### src/rtl/elevator_if.sv
// Elevator controller interface: floor calls in; car position, direction,
// door and latched calls out. The controller uses the slave view; whatever
// drives the call buttons uses the master view.
interface elevator_if;
    logic [3:0] call_req;
    logic [1:0] now_floor;
    logic [1:0] pointer;
    logic       door_state;
    logic [3:0] pending;

    modport master (
        output call_req,
        input  now_floor,
        input  pointer,
        input  door_state,
        input  pending
    );

    modport slave (
        input  call_req,
        output now_floor,
        output pointer,
        output door_state,
        output pending
    );
endinterface

### src/rtl/elevator_controller.sv
// Four-floor elevator controller. A prescaler turns clk into a slow tick;
// a per-state timer counts ticks to pace floor travel and door hold.
//
// state       | meaning
// ------------+-------------------------------------------------------
// S_IDLE      | door closed, car parked, picking the next call
// S_MOVE_UP   | travelling up one floor, re-entered per floor
// S_MOVE_DOWN | travelling down one floor, re-entered per floor
// S_DOOR_OPEN | door open at now_floor, held while its button is held
module elevator_controller #(
    parameter int unsigned TICK_DIV   = 100_000_000,
    parameter int unsigned MOVE_TICKS = 2,
    parameter int unsigned DOOR_TICKS = 3
) (
    input  logic      clk,
    input  logic      rst,
    elevator_if.slave bus
);
    typedef enum logic [1:0] {
        S_IDLE,
        S_MOVE_UP,
        S_MOVE_DOWN,
        S_DOOR_OPEN
    } state_t;

    localparam int unsigned PW = (TICK_DIV > 1) ? $clog2(TICK_DIV) : 1;

    function automatic logic [3:0] onehot(input logic [1:0] f);
        return 4'b0001 << f;
    endfunction

    function automatic logic [3:0] above_of(input logic [1:0] f);
        return 4'b1110 << f;
    endfunction

    function automatic logic [3:0] below_of(input logic [1:0] f);
        return ~(4'b1111 << f);
    endfunction

    state_t        state, state_n;
    logic [1:0]    floor_q, floor_n;
    logic [3:0]    pend_q, pend_n;
    logic [1:0]    ptr_q, ptr_n;
    logic          door_q, door_n;
    logic          last_up_q, last_up_n;
    logic [31:0]   timer_q, timer_n;
    logic [PW-1:0] presc_q;
    logic          tick;
    logic          restart;
    logic          move_done;
    logic          door_done;
    logic [3:0]    here;
    logic [3:0]    set_mask;

    assign tick      = (presc_q == PW'(TICK_DIV - 1));
    assign move_done = tick && (timer_q == 32'(MOVE_TICKS - 1));
    assign door_done = tick && (timer_q == 32'(DOOR_TICKS - 1));
    assign here      = onehot(floor_q);

    assign bus.now_floor  = floor_q;
    assign bus.pointer    = ptr_q;
    assign bus.door_state = door_q;
    assign bus.pending    = pend_q;

    // Free-running prescaler producing the one-clk tick strobe.
    always_ff @(posedge clk or negedge rst) begin
        if (!rst) begin
            presc_q <= '0;
        end else if (tick) begin
            presc_q <= '0;
        end else begin
            presc_q <= presc_q + PW'(1);
        end
    end

    // State, car position, latched calls, timer and registered outputs.
    always_ff @(posedge clk or negedge rst) begin
        if (!rst) begin
            state     <= S_IDLE;
            floor_q   <= 2'd0;
            pend_q    <= 4'b0000;
            ptr_q     <= 2'b00;
            door_q    <= 1'b0;
            last_up_q <= 1'b1;
            timer_q   <= '0;
        end else begin
            state     <= state_n;
            floor_q   <= floor_n;
            pend_q    <= pend_n;
            ptr_q     <= ptr_n;
            door_q    <= door_n;
            last_up_q <= last_up_n;
            timer_q   <= timer_n;
        end
    end

    // Dispatch, travel and door sequencing plus the next output values.
    always_comb begin
        state_n   = state;
        floor_n   = floor_q;
        last_up_n = last_up_q;
        timer_n   = timer_q;
        restart   = 1'b0;
        ptr_n     = 2'b00;
        door_n    = 1'b0;

        // The button of the floor whose door is open extends the hold
        // instead of registering a new call.
        set_mask = bus.call_req & ~((state == S_DOOR_OPEN) ? here : 4'b0000);
        pend_n   = pend_q | set_mask;

        case (state)
            S_IDLE: begin
                if (|(pend_q & here)) begin
                    state_n = S_DOOR_OPEN;
                end else if (|(pend_q & above_of(floor_q)) && last_up_q) begin
                    state_n = S_MOVE_UP;
                end else if (|(pend_q & below_of(floor_q))) begin
                    state_n = S_MOVE_DOWN;
                end else if (|(pend_q & above_of(floor_q))) begin
                    state_n = S_MOVE_UP;
                end
            end
            S_MOVE_UP: begin
                if (floor_q == 2'd3) begin
                    state_n = S_IDLE;
                end else if (move_done) begin
                    floor_n = floor_q + 2'd1;
                    if (|(pend_q & onehot(floor_n))) begin
                        state_n = S_DOOR_OPEN;
                    end else if (|(pend_q & above_of(floor_n))) begin
                        restart = 1'b1;
                    end else begin
                        state_n = S_IDLE;
                    end
                end
            end
            S_MOVE_DOWN: begin
                if (floor_q == 2'd0) begin
                    state_n = S_IDLE;
                end else if (move_done) begin
                    floor_n = floor_q - 2'd1;
                    if (|(pend_q & onehot(floor_n))) begin
                        state_n = S_DOOR_OPEN;
                    end else if (|(pend_q & below_of(floor_n))) begin
                        restart = 1'b1;
                    end else begin
                        state_n = S_IDLE;
                    end
                end
            end
            S_DOOR_OPEN: begin
                if (bus.call_req[floor_q]) begin
                    restart = 1'b1;
                end else if (door_done) begin
                    state_n = S_IDLE;
                end
            end
            default: begin
                state_n = S_IDLE;
            end
        endcase

        if ((state_n != state) || restart) begin
            timer_n = '0;
        end else if (tick) begin
            timer_n = timer_q + 32'd1;
        end

        // Serving a floor clears its call even if the button is pressed on
        // the same edge.
        if ((state_n == S_DOOR_OPEN) && (state != S_DOOR_OPEN)) begin
            pend_n = pend_n & ~onehot(floor_n);
        end

        if (state_n == S_MOVE_UP) begin
            last_up_n = 1'b1;
        end else if (state_n == S_MOVE_DOWN) begin
            last_up_n = 1'b0;
        end

        case (state_n)
            S_MOVE_UP:   ptr_n  = 2'b01;
            S_MOVE_DOWN: ptr_n  = 2'b10;
            S_DOOR_OPEN: door_n = 1'b1;
            default:     ptr_n  = 2'b00;
        endcase
    end
endmodule

### src/flat_wrapper.sv
// flat-port wrapper written by rule: the top's interface ports become plain ports
module elevator_controller_flat 
#(
    parameter int unsigned TICK_DIV   = 100_000_000,
    parameter int unsigned MOVE_TICKS = 2,
    parameter int unsigned DOOR_TICKS = 3
)
  (clk, rst, bus_call_req, bus_now_floor, bus_pointer, bus_door_state, bus_pending);
  elevator_if bus_i ();
  input  logic clk;
  input  logic rst;
  input wire logic [$bits(bus_i.call_req)-1:0] bus_call_req;
  output wire logic [$bits(bus_i.now_floor)-1:0] bus_now_floor;
  output wire logic [$bits(bus_i.pointer)-1:0] bus_pointer;
  output wire logic [$bits(bus_i.door_state)-1:0] bus_door_state;
  output wire logic [$bits(bus_i.pending)-1:0] bus_pending;
  assign bus_i.call_req = bus_call_req;
  assign bus_now_floor = bus_i.now_floor;
  assign bus_pointer = bus_i.pointer;
  assign bus_door_state = bus_i.door_state;
  assign bus_pending = bus_i.pending;
  elevator_controller #(.TICK_DIV(TICK_DIV), .MOVE_TICKS(MOVE_TICKS), .DOOR_TICKS(DOOR_TICKS)) u_core (.clk(clk), .rst(rst), .bus(bus_i));
endmodule
### config.mk
export PLATFORM = sky130hd
export DESIGN_NAME = elevator_controller_flat
export DESIGN_NICKNAME = d
export VERILOG_FILES = /design/src/rtl/elevator_if.sv /design/src/rtl/elevator_controller.sv /design/src/flat_wrapper.sv
export SDC_FILE = /design/constraint.sdc
export NUM_CORES = 1
export LEC_CHECK = 0
export CORE_AREA = 2 2 97 99
export CTS_CLUSTER_DIAMETER = 200
export DETAILED_ROUTE_END_ITERATION = 7
export DIE_AREA = 0 0 99 101
export PLACE_DENSITY = 0.77
export SYNTH_ARGS = -nofsm -noshare
export SYNTH_HDL_FRONTEND = slang
export SYNTH_SLANG_ARGS = --single-unit
export TNS_END_PERCENT = 1
### constraint.sdc
create_clock -name clk -period 3.7 [get_ports clk]
set_clock_uncertainty 0.1 [all_clocks]
set_input_delay 0.37 -clock clk [delete_from_list [all_inputs] [get_ports clk]]
set_output_delay 0.37 -clock clk [all_outputs]
set_load 0.02 [all_outputs]
==> qor.yml <==
outcome:
  status: "completed"
power_and_ir_drop:
  power_leakage_nw: 1.98
  powerDensity_nw_per_um2: 301
  ir_worst_vdd_mv: 0.208
place:
  numPortBuffers: 14
  dp_cells: 564
  dp_hpwl_um: 6600
  gp_congestion: 0.865
  dp_slack_ns: 0.639
worst_setup_path:
  crit_arrival_ns: 3.20
  crit_buf_inv: 1
  start_kind: "flip-flop"
  slowest_stage: "dfrtp_1"
  max_stage_delay_ns: 0.48
  critical-path-top-delay-family: "compound AO/OA/AOI/OAI gates"
  crit_required_ns: 3.82
  cp-end-kind: "flip-flop"
  crit_path_cell_trace: "inv_1 > ha_1 > a221o_1 > a21boi_0 > o21bai_1 > a21boi_0 > ha_1 > nor2b_1 > a31oi_1"
  critical_path_class: "flip-flop to flip-flop"
  worstPathMaxFanout: 8
cells_and_area:
  final_cells: 580
  drive_gt1_share_pct: 8.96
  multiInputGateArea_sq_um: 2400
  ff_latch_area_sq_um: 1780
  area_growth_pct: 10.1
  fillers: 782
  antenna_cells: 0
  fin_util_pct: 53.4
  mostFrequentLayoutCell: "dfrtp_1"
  mostFrequentLayoutCells: "dfrtp_1, a211oi_1, nand3_1, xnor2_1, nand2_1"
  final_nets: 490
die:
  rows: 35
  fp.dieW_um: 99
  fp.dieH_um: 101
  ios: 15
  coreArea_sq_um: 8980
  dieArea_sq_um: 10000
  start_util_pct: 48.5
drt:
  vias: 3523
  wl_um: 9630
  route.detailed.drc: 0
  drt-pass1-iter-count: 6
  wl_per_cell_um: 16.6
  drt_iter0_markers: 199
  viasPerCell: 6.07
  ant_nets: 0
grt:
  global_route.overflow_total: 0
  grt_max_degree: 35
  grt_usage_pct: 20.4
  grt_pass1_vias: 3528
  antenna_found_initial: 0
  grt_pass1_wl_um: 16600
synth:
  yosysTopAreaCell: "dfrtp_1"
  ys_seq_area_share_pct: 40.8
  synth_area_sq_um: 4360
  synth_cells: 447
  synth_edf_count: 0
  synth_area_leaders: "dfrtp_1, xnor2_1, a211oi_1"
  syn_area_per_cell_sq_um: 9.74
  yosysUniqueCellTypes: 62
  syn-num-nets: 472
  ys.flop_type: "dfrtp_1"
  synth-seq-cells: 71
  async_flop_share_pct: 100
  yosysTopAreaCellShare_pct: 40.2
  ys_warn_count: 0
sta:
  finalHoldViolations: 0
  fin_crit_ns: 3.08
  slew_headroom_pct: 60.0
  worst_pin_slew_ns: 0.596
  fmax_mhz: 325
  drv_slew: 0
  whs_ns: 0.375
  rsz0062_at_grt: "false"
  final.setup.worst_slack_ns: 0.619
  setup_tns_ns: 0
  post-route-period-util_pct: 83.3
  setup_viol: 0
cts:
  clock-sinks: 71
  clock_latency_ns: 0.35
  cts_root_buffer: "clkbuf_8"
  cts_made_buffers: 9
  ctsHtreeMaxLevel: 3
  cts_tree: "yes"
  cts.path.max_buffers: 2
  cts.clk_slew.worst_paths_ns: 0.08
  cts_setup_buffers: 0
worst_hold_path:
  hp-class: "input pin to async pin"
run:
  maxCapViolCount: 0
registers in the layout, summed over array words and instances, names as in the netlist:
register,cells
u_core.bus.pending,4
u_core.bus.door_state,1
u_core.presc_q,27
u_core.timer_q,32
u_core.last_up_q,1
u_core.bus.pointer,2
u_core.bus.now_floor,2
u_core.state,2
layer usage:
metal | GRT usage (%) | part of all wire [%] | vias to the layer above
met5 | 0 | 0 | -
met4 | 5.69 | 1.2 | 0
met3 | 4.02 | 4.3 | 14
met2 | 35.3 | 50 | 82
met1 | 26.2 | 44 | 1750
li1 | - | - | 1677
path summary, 6_finish.rpt:
| check | slack (ns) | depth (start not counted) | startpoint | to |
|---|---|---|---|---|
| max | 0.62 | 9 | u_core.bus.now_floor[0]$_DFF_PN0_ | u_core.bus.pending[2]$_DFF_PN0_ |
| min | 0.38 | 2 | rst | u_core.presc_q[3]$_DFF_PN0_ |
| max reg2reg | 0.62 | 9 | u_core.bus.now_floor[0]$_DFF_PN0_ | u_core.bus.pending[2]$_DFF_PN0_ |
| min reg2reg | 0.39 | 1 | u_core.presc_q[0]$_DFF_PN0_ | u_core.presc_q[0]$_DFF_PN0_ |
| max in group asynchronous | 2.32 | 3 | rst | u_core.last_up_q$_DFFE_PN1P_ |
| min in group clk | 0.39 | 1 | u_core.presc_q[0]$_DFF_PN0_ | u_core.presc_q[0]$_DFF_PN0_ |
synthesized netlist by cell type, types with 2 or more instances:
cell and number:
dfrtp_1 70, a211oi_1 32, nand3_1 31, xnor2_1 31, nand2_1 29, nor2_1 27, inv_1 20, xor2_1 20
ha_1 19, nor3_1 14, nor4_1 14, a21oi_1 13, nand4_1 12, o21ai_0 11, and3_1 9, buf_2 8
nor2b_1 7, and4_1 5, a221o_1 4, a31oi_1 4, and2_1 4, buf_6 4, or3_1 4, and3_2 3
nor4b_1 3, o31ai_1 3, a21bo_2 2, a21boi_0 2, a221oi_1 2, a22o_1 2, clkbuf_1 2, mux2i_1 2
nand2b_1 2, nor3b_1 2, nor4bb_1 2, or2_1 2
through the flow:
stage	area [sq um]	total power, mW
floorplan	4360	0.792
global placement	4580	0.814
detailed placement	4580	0.815
CTS	4800	1.46
global route	4800	1.49
finish	4800	1.45
cells by family (layout without fill, tap and decap cells):
| kind of cell | count (synthesis) | count (layout) | synth area share, % |
|---|---|---|---|
| DFF | 71 | 71 | 40.8 |
| buffers and inverters | 36 | 58 | 4.11 |
| and+or+nand+nor | 180 | 180 | 23.6 |
| muxes | 3 | 3 | 0.977 |
| AOI/OAI and AO/OA | 87 | 87 | 14.8 |
| adders and majority gates | 19 | 19 | 5.46 |
| xor gates and xnor gates | 51 | 51 | 10.3 |
what timing repair did:
item,4_1_cts,5_1_grt
gates resized for setup,0,0
hold endpoints to repair,16,0
hold buffers,1,0
layout make-up:
cell class,instances,share of cell area (%)
clock inverter,4,1.10
sequential,71,37.1
timing repair buffer,22,4.12
tap,111,2.90
inverter,21,1.64
clock buffer,11,3.16
multi-input combinational,340,50.0
report_power, final:
part           total [mW]        switching [mW]  internal [mW]  leakage (nW)
Clock               0.647                 0.298          0.348         0.106
Sequential          0.775  0.000000000000000479          0.775         0.943
Combinational      0.0237                0.0166        0.00704         0.930
(Power assumes the default switching activity.)
